--- config.mk ---
export PLATFORM = sky130hd
export DESIGN_NAME = conv_frame_sequencer
export DESIGN_NICKNAME = d
export VERILOG_FILES = /design/src/rtl/conv_frame_sequencer.sv
export SDC_FILE = /design/constraint.sdc
export NUM_CORES = 1
export LEC_CHECK = 0
export CAP_MARGIN = 40
export CELL_PAD_IN_SITES_DETAIL_PLACEMENT = 2
export CELL_PAD_IN_SITES_GLOBAL_PLACEMENT = 2
export CORE_ASPECT_RATIO = 1.2
export CORE_MARGIN = 5
export CORE_UTILIZATION = 33
export CTS_CLUSTER_DIAMETER = 80
export DETAILED_ROUTE_END_ITERATION = 16
export PLACE_DENSITY_LB_ADDON = 0.2
export SLEW_MARGIN = 20
export SYNTH_ARGS = -nofsm -noshare
export SYNTH_HDL_FRONTEND = slang
export SYNTH_SLANG_ARGS = --single-unit
--- constraint.sdc ---
create_clock -name clk -period 2.7 [get_ports clk]
set_input_delay 0.405 -clock clk [delete_from_list [all_inputs] [get_ports clk]]
set_output_delay 0.405 -clock clk [all_outputs]
set_load 0.02 [all_outputs]
--- src/rtl/conv_frame_sequencer.sv ---
// -----------------------------------------------------------------------------
// conv_frame_sequencer
//
// Sequences one image frame through an external 3x3 convolution filter.
// The sequencer loads the active kernel from a shadow coefficient bank,
// forwards source pixels to the filter, forwards filter results to the sink,
// counts beats in both directions and reports the end of the frame.
//
// Optional feature (compile-time macro CONV_SEQ_TIMEOUT_EN):
//   Adds a drain watchdog. If no output beat arrives for TIMEOUT_CYCLES
//   consecutive DRAIN cycles, the sticky timeout flag is raised and the frame
//   is closed. Without the macro there is no watchdog and timeout is tied 0.
//
// Ports
//   clk, rst_n              clock, asynchronous active-low reset
//   start                   frame start pulse (honoured in IDLE only)
//   busy                    frame in progress (LOAD/STREAM/DRAIN/DONE)
//   frame_done              one-cycle end-of-frame pulse
//   timeout                 sticky drain watchdog flag
//   cfg_we/cfg_addr/cfg_data shadow coefficient write (index 0..8, row-major)
//   kernel                  active signed 3x3 kernel driven to the filter
//   src_*                   pixel source (valid/ready/data)
//   flt_x_*                 pixels towards the filter
//   flt_y_*                 results from the filter
//   dst_*                   result sink
//   in_count/out_count      accepted input / delivered output beats
// -----------------------------------------------------------------------------
module conv_frame_sequencer #(
    parameter int  IMG_WIDTH      = 640,
    parameter int  IMG_HEIGHT     = 480,
    parameter int  W              = 8,
    parameter int  TIMEOUT_CYCLES = 4096,
    localparam int N              = IMG_WIDTH * IMG_HEIGHT,
    localparam int CW             = $clog2(N + 1)
) (
    input  logic                clk,
    input  logic                rst_n,
    input  logic                start,
    output logic                busy,
    output logic                frame_done,
    output logic                timeout,
    input  logic                cfg_we,
    input  logic [3:0]          cfg_addr,
    input  logic signed [W-1:0] cfg_data,
    output logic signed [W-1:0] kernel [0:2][0:2],
    input  logic                src_valid,
    output logic                src_ready,
    input  logic [W-1:0]        src_data,
    output logic                flt_x_valid,
    input  logic                flt_x_ready,
    output logic [W-1:0]        flt_x_data,
    input  logic                flt_y_valid,
    output logic                flt_y_ready,
    input  logic [W-1:0]        flt_y_data,
    output logic                dst_valid,
    input  logic                dst_ready,
    output logic [W-1:0]        dst_data,
    output logic [CW-1:0]       in_count,
    output logic [CW-1:0]       out_count
);

    typedef enum logic [2:0] {
        ST_IDLE   = 3'd0,
        ST_LOAD   = 3'd1,
        ST_STREAM = 3'd2,
        ST_DRAIN  = 3'd3,
        ST_DONE   = 3'd4
    } state_t;

    state_t               r_state;
    logic                 r_busy;
    logic                 r_frame_done;
    logic [CW-1:0]        r_in_count;
    logic [CW-1:0]        r_out_count;
    logic signed [W-1:0]  r_shadow [0:8];
    logic signed [W-1:0]  r_kernel [0:2][0:2];

    logic                 w_in_beat;
    logic                 w_out_beat;
    logic [CW-1:0]        w_in_next;
    logic [CW-1:0]        w_out_next;

`ifdef CONV_SEQ_TIMEOUT_EN
    localparam int WDW = $clog2(TIMEOUT_CYCLES + 1);
    logic [WDW-1:0]       r_wd;
    logic                 r_timeout;
    assign timeout = r_timeout;
`else
    assign timeout = 1'b0;
`endif

    assign busy       = r_busy;
    assign frame_done = r_frame_done;
    assign in_count   = r_in_count;
    assign out_count  = r_out_count;
    assign kernel     = r_kernel;

    // Handshake routing: input path open only in STREAM, output path in STREAM and DRAIN.
    always_comb begin
        src_ready   = 1'b0;
        flt_x_valid = 1'b0;
        flt_x_data  = src_data;
        flt_y_ready = 1'b0;
        dst_valid   = 1'b0;
        dst_data    = flt_y_data;
        case (r_state)
            ST_STREAM: begin
                src_ready   = flt_x_ready;
                flt_x_valid = src_valid;
                flt_y_ready = dst_ready;
                dst_valid   = flt_y_valid;
            end
            ST_DRAIN: begin
                flt_y_ready = dst_ready;
                dst_valid   = flt_y_valid;
            end
            default: begin
            end
        endcase
    end

    // Next counter values; the output counter saturates at one full frame.
    always_comb begin
        w_in_beat  = flt_x_valid && flt_x_ready;
        w_out_beat = dst_valid && dst_ready;
        if (w_in_beat) begin
            w_in_next = r_in_count + {{(CW-1){1'b0}}, 1'b1};
        end else begin
            w_in_next = r_in_count;
        end
        if (w_out_beat && (r_out_count != CW'(N))) begin
            w_out_next = r_out_count + {{(CW-1){1'b0}}, 1'b1};
        end else begin
            w_out_next = r_out_count;
        end
    end

    // Shadow coefficient bank, writable in every state; out-of-range indices are dropped.
    always_ff @(posedge clk or negedge rst_n) begin
        if (!rst_n) begin
            for (int i = 0; i < 9; i++) begin
                r_shadow[i] <= '0;
            end
        end else if (cfg_we && (cfg_addr <= 4'd8)) begin
            r_shadow[cfg_addr] <= cfg_data;
        end
    end

    // Frame FSM with registered status, counters and kernel.
    always_ff @(posedge clk or negedge rst_n) begin
        if (!rst_n) begin
            r_state      <= ST_IDLE;
            r_busy       <= 1'b0;
            r_frame_done <= 1'b0;
            r_in_count   <= '0;
            r_out_count  <= '0;
            for (int r = 0; r < 3; r++) begin
                for (int c = 0; c < 3; c++) begin
                    r_kernel[r][c] <= '0;
                end
            end
`ifdef CONV_SEQ_TIMEOUT_EN
            r_wd         <= '0;
            r_timeout    <= 1'b0;
`endif
        end else begin
            r_frame_done <= 1'b0;
            case (r_state)
                ST_IDLE: begin
                    r_busy <= start;
                    if (start) begin
                        r_state <= ST_LOAD;
                    end
                end
                ST_LOAD: begin
                    // Old shadow values are taken, so a write in this cycle waits for the next LOAD.
                    for (int r = 0; r < 3; r++) begin
                        for (int c = 0; c < 3; c++) begin
                            r_kernel[r][c] <= r_shadow[r*3 + c];
                        end
                    end
                    r_in_count  <= '0;
                    r_out_count <= '0;
`ifdef CONV_SEQ_TIMEOUT_EN
                    r_timeout   <= 1'b0;
`endif
                    r_state     <= ST_STREAM;
                end
                ST_STREAM: begin
                    r_in_count  <= w_in_next;
                    r_out_count <= w_out_next;
                    if (w_in_beat && (w_in_next == CW'(N))) begin
                        r_state <= ST_DRAIN;
`ifdef CONV_SEQ_TIMEOUT_EN
                        r_wd    <= '0;
`endif
                    end
                end
                ST_DRAIN: begin
                    r_out_count <= w_out_next;
                    if (w_out_next == CW'(N)) begin
                        r_state      <= ST_DONE;
                        r_frame_done <= 1'b1;
                    end
`ifdef CONV_SEQ_TIMEOUT_EN
                    else if (w_out_beat) begin
                        r_wd <= '0;
                    end else if (r_wd == WDW'(TIMEOUT_CYCLES - 1)) begin
                        // This cycle completes the TIMEOUT_CYCLES-th idle drain cycle.
                        r_timeout    <= 1'b1;
                        r_state      <= ST_DONE;
                        r_frame_done <= 1'b1;
                    end else begin
                        r_wd <= r_wd + {{(WDW-1){1'b0}}, 1'b1};
                    end
`endif
                end
                ST_DONE: begin
                    r_busy  <= 1'b0;
                    r_state <= ST_IDLE;
                end
                default: begin
                    r_busy  <= 1'b0;
                    r_state <= ST_IDLE;
                end
            endcase
        end
    end

endmodule

# Yosys cells after proc, flatten, opt, wreduce, memory -nomap -nowiden
# Index checks and enable logic that the tools add are counted.
[op_classes]
add_sub_neg = 2
n_lt_le_gt_ge = 3
eq_ne = 9
n_mux = 18
n_bitwise = 1
n_reduce_logical = 12
[ops]
columns = ["op", "n"]
rows = [
  ["case mux 19 bit (2 select lines)", 2],
  ["bitwise mux 72 bit", 1],
  ["adder 19 x 1 -> 19 bit (second input constant)", 2],
  ["equality test 19 bit (second input constant)", 2],
  ["two-way mux 19 bit", 2],
  ["demux 8 bit (select 4 bit)", 1],
  ["inequality test 19 bit (second input constant)", 1],
  ["case mux 3 bit (4 select lines)", 1],
  ["two-way mux 3 bit", 3],
  ["two-way mux 8 bit", 1],
  ["equality test 3 x 2 -> 1 bit (second input constant)", 2],
  ["logical AND 1 bit", 6],
  ["two-way mux 1 bit", 6],
  ["inequality test 2 bit (second input constant)", 3],
  [">= comparator 5 bit (second input constant)", 1],
  ["less-than comparator 5 x 1 -> 1 bit (second input constant)", 1],
  ["inverter 4 -> 5 bit", 1],
  ["<= comparator 4 bit (second input constant)", 1],
  ["nonzero test 2 bit", 2],
  ["equality test 3 x 1 -> 1 bit (second input constant)", 1],
  ["logical NOT 3 bit", 1],
  ["AND reduction 3 bit", 1],
  ["OR reduction 3 bit", 1],
  ["case mux 1 bit (2 select lines)", 1],
  ["OR reduction 2 bit", 1],
]
[word_totals]
register_bits = 187
inputBits = 36
output_inout_bits = 133
wordCells = 68

# Longest topological paths before layout
# Gate-level depths: netlist of run 1.
[logic_depth]
word_depth = 9
depth_mapped = 9
mapped_depth_nobuf = 9

# Worst setup path before layout of run 1
# No wires, ideal clock.
[synth_path]
kind = "register to register"
from = "register r_out_count[10], in the netlist out_count[10]"
to = "register r_state[1]"
setup_ps = 134
t_arrival_ps = 2147
required_time_ps = 2566
path_slack_ps = 419
path_stages_with_launch = 9
path_buffers = 1
period_less_slack_ps = 2281
cell_sequence = "dfrtp_1 > buf_6 > nand2_1 > or3_4 > or3_4 > a211oi_2 > nand3_1 > o311ai_1 > nand2_1"
[synth_between]
elab_chain_len = 6
word_cells_on_any_way = 7
cone_classes = "add/sub: 1; eq/ne: 3; mux: 1; reduce/logical: 2"
[synth_lines]
columns = ["item", "line_no", "text"]
rows = [
  ["start, declared", "74", "logic [CW-1:0] r_out_count;"],
  ["start signal, assigned", "191", "r_out_count <= w_out_next;"],
  ["start signal, assigned", "200", "r_out_count <= w_out_next;"],
  ["branches (longest 2 deep; another with adder 19 x 1 -> 19 bit)", "--", ""],
  ["two-way mux 19 bit (*)", "131", "if (w_out_beat && (r_out_count != CW'(N))) begin"],
  ["equality test 19 bit (*)", "201", "if (w_out_next == CW'(N)) begin"],
  ["inequality test 2 bit (no source line) (*)", "--", ""],
  ["AND reduction 3 bit (no source line) (*)", "--", ""],
  ["end signal, assigned", "152", "r_state <= ST_IDLE;"],
  ["end signal, assigned", "202", "r_state <= ST_DONE;"],
  ["end signal, assigned", "220", "r_state <= ST_IDLE;"],
  ["end, declared", "70", "state_t r_state;"],
]
# Every way passes the cells marked *.
# A chain may end at the register's enable or synchronous reset.

# Worst setup path in the final report of run 1
[layout_path]
from = "register r_state[1]"
to = "output port flt_x_valid"
[layout_between]
elab_chain_len = 2
[layout_lines]
columns = ["item", "line_no", "text"]
rows = [
  ["start signal, assigned", "152", ""],
  ["start signal, assigned", "172", "r_state <= ST_LOAD;"],
  ["start signal, assigned", "187", "r_state <= ST_STREAM;"],
  ["equality test 3 x 2 -> 1 bit", "106", "case (r_state)"],
  ["two-way mux 1 bit", "106", ""],
  ["end, declared", "49", "output logic flt_x_valid,"],
]
# No other way between the ends.

==> impl_metrics.env, run 1 <==
export IMPL_wl_um=26000
export IMPL_final_cells=1307
export IMPL_antennaDiodeCount=0
export IMPL_power_density_nw_per_um2=588
export IMPL_final_cell_area_um2=10900
export IMPL_port_buffers=135
export IMPL_dieWidth_um=156
export IMPL_synth_top_family_by_area="simple AND/OR/NAND/NOR gates"
export IMPL_tightest_slew_ps=596
export IMPL_dr_total_vias=6630
export IMPL_fin_tns_setup_ps=0
export IMPL_cts_tree="built"
export IMPL_setup_viol=0
export IMPL_synth_commonest_cells="nand2_1, dfrtp_1, mux2_2"
export IMPL_clock_skew_ps=9.49
export IMPL_initial_core_util_pct=33.2
export IMPL_area_growth_pct=29.4
export IMPL_grt_max_degree=86
export IMPL_synth_simple_gate_area_share_pct=21.5
export IMPL_async_reset_ff_share_pct=100
export IMPL_via_per_inst=5.07
export IMPL_wl_per_cell_um=19.9
export IMPL_synth_top_area_cell="dfrtp_1"
export IMPL_drcViolationCount=0
export IMPL_cp_required_ps=2300
export IMPL_cp_max_fo=11
export IMPL_clk_latency_ps=430
export IMPL_antenna_found_initial=0
export IMPL_synth_top_area_share_pct=55.4
export IMPL_synth_compound_area_share_pct=5.87
export IMPL_core_area_um2=25400
export IMPL_grt_pass1_wl_um=42100
export IMPL_synth_most_common_cell="nand2_1"
export IMPL_slew_headroom_pct=60.1
export IMPL_io_pins=169
export IMPL_cts_sinks=187
export IMPL_synth_xor_area_share_pct=1.14
export IMPL_die_area_um2=28900
export IMPL_seqPwrFrac_pct=51.2
export IMPL_num_rows=64
export IMPL_netlist_area_um2=8440
export IMPL_firstDrtPassIters=4
export IMPL_synth_area_top_cells="dfrtp_1, nand2_1, mux2_2"
export IMPL_post_dp_cell_area_um2=10300
export IMPL_combPwrFrac_pct=10.7
export IMPL_numCtsBuffers=17
export IMPL_ys_seq_area_share_pct=55.4
export IMPL_pwr_share_clk_pct=38.1
export IMPL_grt_pass1_vias=7479
export IMPL_cts_max_path_buffers=2
export IMPL_final_period_utilization_pct=93.6
export IMPL_internal_power_w=0.00483
export IMPL_drive_above_1_share_pct=17.4
export IMPL_synthAdderAreaFrac_pct=0.445
export IMPL_fmax_mhz=396
export IMPL_drtIter0Drc=200
export IMPL_end_kind="output pin"
export IMPL_ant_nets=0
export IMPL_switching_share_pct=24.8
export IMPL_hold_viol_final=0
export IMPL_grtUsageTotal_pct=18.7
export IMPL_die_h_um=185
export IMPL_synth_edff_count=0
export IMPL_vdd_ir_drop_worst_mv=0.397
export IMPL_cts_root_buf="clkbuf_16"
export IMPL_netSwitchingPower_w=0.00159
export IMPL_final_nets=1006
export IMPL_syn_num_nets=858
export IMPL_grt_overflow_total=0
export IMPL_status="completed"
export IMPL_ys_seq_elements=187
export IMPL_fin_crit_ps=2530
export IMPL_muxShareOfSynthArea_pct=11.8
export IMPL_crit_type="flip-flop to output pin"
export IMPL_avgSynthCellArea_um2=10.3
export IMPL_syn_instance_count=819
export IMPL_hpwl_um=17800
export IMPL_gp_congestion=0.812
export IMPL_maxCapViolations=0
export IMPL_p_leak_nw=4.99
export IMPL_path_clk_slew_ps=70
export IMPL_cts_max_level=4
export IMPL_ys_flop_type="dfrtp_1"
export IMPL_yosys_warnings=0
export IMPL_slew_viol_final=0
export IMPL_crit_arrival_ps=2120
export IMPL_hold_path_class="input pin to asynchronous set/reset pin"
export IMPL_regToRegSetupSlack_ps=190
export IMPL_dpl_cell_count=1275
export IMPL_synth_cell_types=62
export IMPL_startpoint_type="flip-flop"
==> timing repair <==
action                                  CTS  global route
setup buffers                             0             1
endpoints found under the setup margin    2             3
pin swaps                                 0             1
hold buffers                              1             0
resized for setup                         1             3
hold endpoints to repair                 34             0
==> per-layer routing <==
| metal | GRT usage, % | wire length, um | vias to the layer above |
|---|---|---|---|
| met2 | 33.1 | 13500 | 119 |
| met5 | 0 | 0 | - |
| met1 | 23.2 | 11200 | 3420 |
| met3 | 3.97 | 888 | 21 |
| met4 | 4.76 | 354 | 0 |
| li1 | - | - | 3070 |
==> layout make-up <==
cell class,count,area (um^2)
clock buffer,23,498
timing repair buffer,186,1790
sequential,187,4680
tap,330,413
inverter,4,15.0
multi-input combinational,571,3460
fill,2675,14500
clock inverter,6,63.8
==> flip-flops by register name (all words and copies together), names as in the netlist <==
register and flops:
kernel 72, r_shadow 72, in_count 19, out_count 19, r_state 3, busy 1, frame_done 1
==> power by group through the flow <==
| stage | combinational (W) | clock, W | sequential, W |
|---|---|---|---|
| 6_report | 0.000689 | 0.00245 | 0.00329 |
| 5_1_grt | 0.000757 | 0.00264 | 0.00332 |
| 4_1_cts | 0.000707 | 0.00253 | 0.00329 |
| 3_5_place_dp | 0.000697 | 0 | 0.00333 |
| 3_3_place_gp | 0.000670 | 0 | 0.00331 |
| 2_1_floorplan | 0.000436 | 0 | 0.00329 |
==> critical path, stage by stage (launching register included) <==
cell	delay [ps]
dfrtp_2	500
nor3b_4	400
and2_1	190
clkdlybuf4s50_1	600
==> final timing paths <==
check                      depth (start not counted)                     start                   endpoint
min reg2reg                                        2  r_shadow[55]$_DFFE_PN0P_     kernel[55]$_DFFE_PN0P_
min in group clk                                   2  r_shadow[55]$_DFFE_PN0P_     kernel[55]$_DFFE_PN0P_
max in group asynchronous                          3                     rst_n   r_shadow[66]$_DFFE_PN0P_
max reg2reg                                        9  out_count[0]$_DFFE_PN0P_     r_state[1]$_DFFE_PN0P_
min                                                2                     rst_n  out_count[11]$_DFFE_PN0P_
max                                                3    r_state[1]$_DFFE_PN0P_                flt_x_valid
==> kinds of logic after synthesis <==
kind of cell | Yosys count
buffers and inverters | 61
other | 1
AOI/OAI and AO/OA | 78
DFF | 187
muxes | 90
xor gates and xnor gates | 11
and+or+nand+nor | 388
adders and majority gates | 3
==> per-stage QoR <==
stage               worst slack, ps  hold WS (ps)  total power, W  utilization (%)
floorplan                       419           109         0.00373                -
global placement              -54.5           356         0.00398             40.6
detailed placement            -92.4           353         0.00403             40.6
CTS                            15.2           440         0.00653             42.9
global route                  -18.0           469         0.00672             43.0
finish                          174           447         0.00643             43.0
==> cells in the final DEF (no fill, tap or decap), drive strengths merged, types with 3 or more instances in the layout <==
cell type and count:
mux2 73, nor4 6, ha 3, nand3 27, o21ai 25, a211oi 3, clkbuf 24, mux2i 17
nand2b 3, clkdlybuf4s50 134, nor2 20, nand2 248, nand4 18, and2 9, or3 7, xor2 4
dfrtp 187, nor3b 5, inv 4, and3 12, o21a 7, o211ai 8, clkinv 3, nand3b 4
xnor2 7, nor3 11, buf 50, a21oi 21
Power figures use the tool's default switching activity.
==> run 2, diff against run 1 <==
- ABC_CLOCK_PERIOD_IN_PS: not set -> 2700
==> results of run 2 <==
No change in the layout: final DEF, timing and power equal those of run 1.
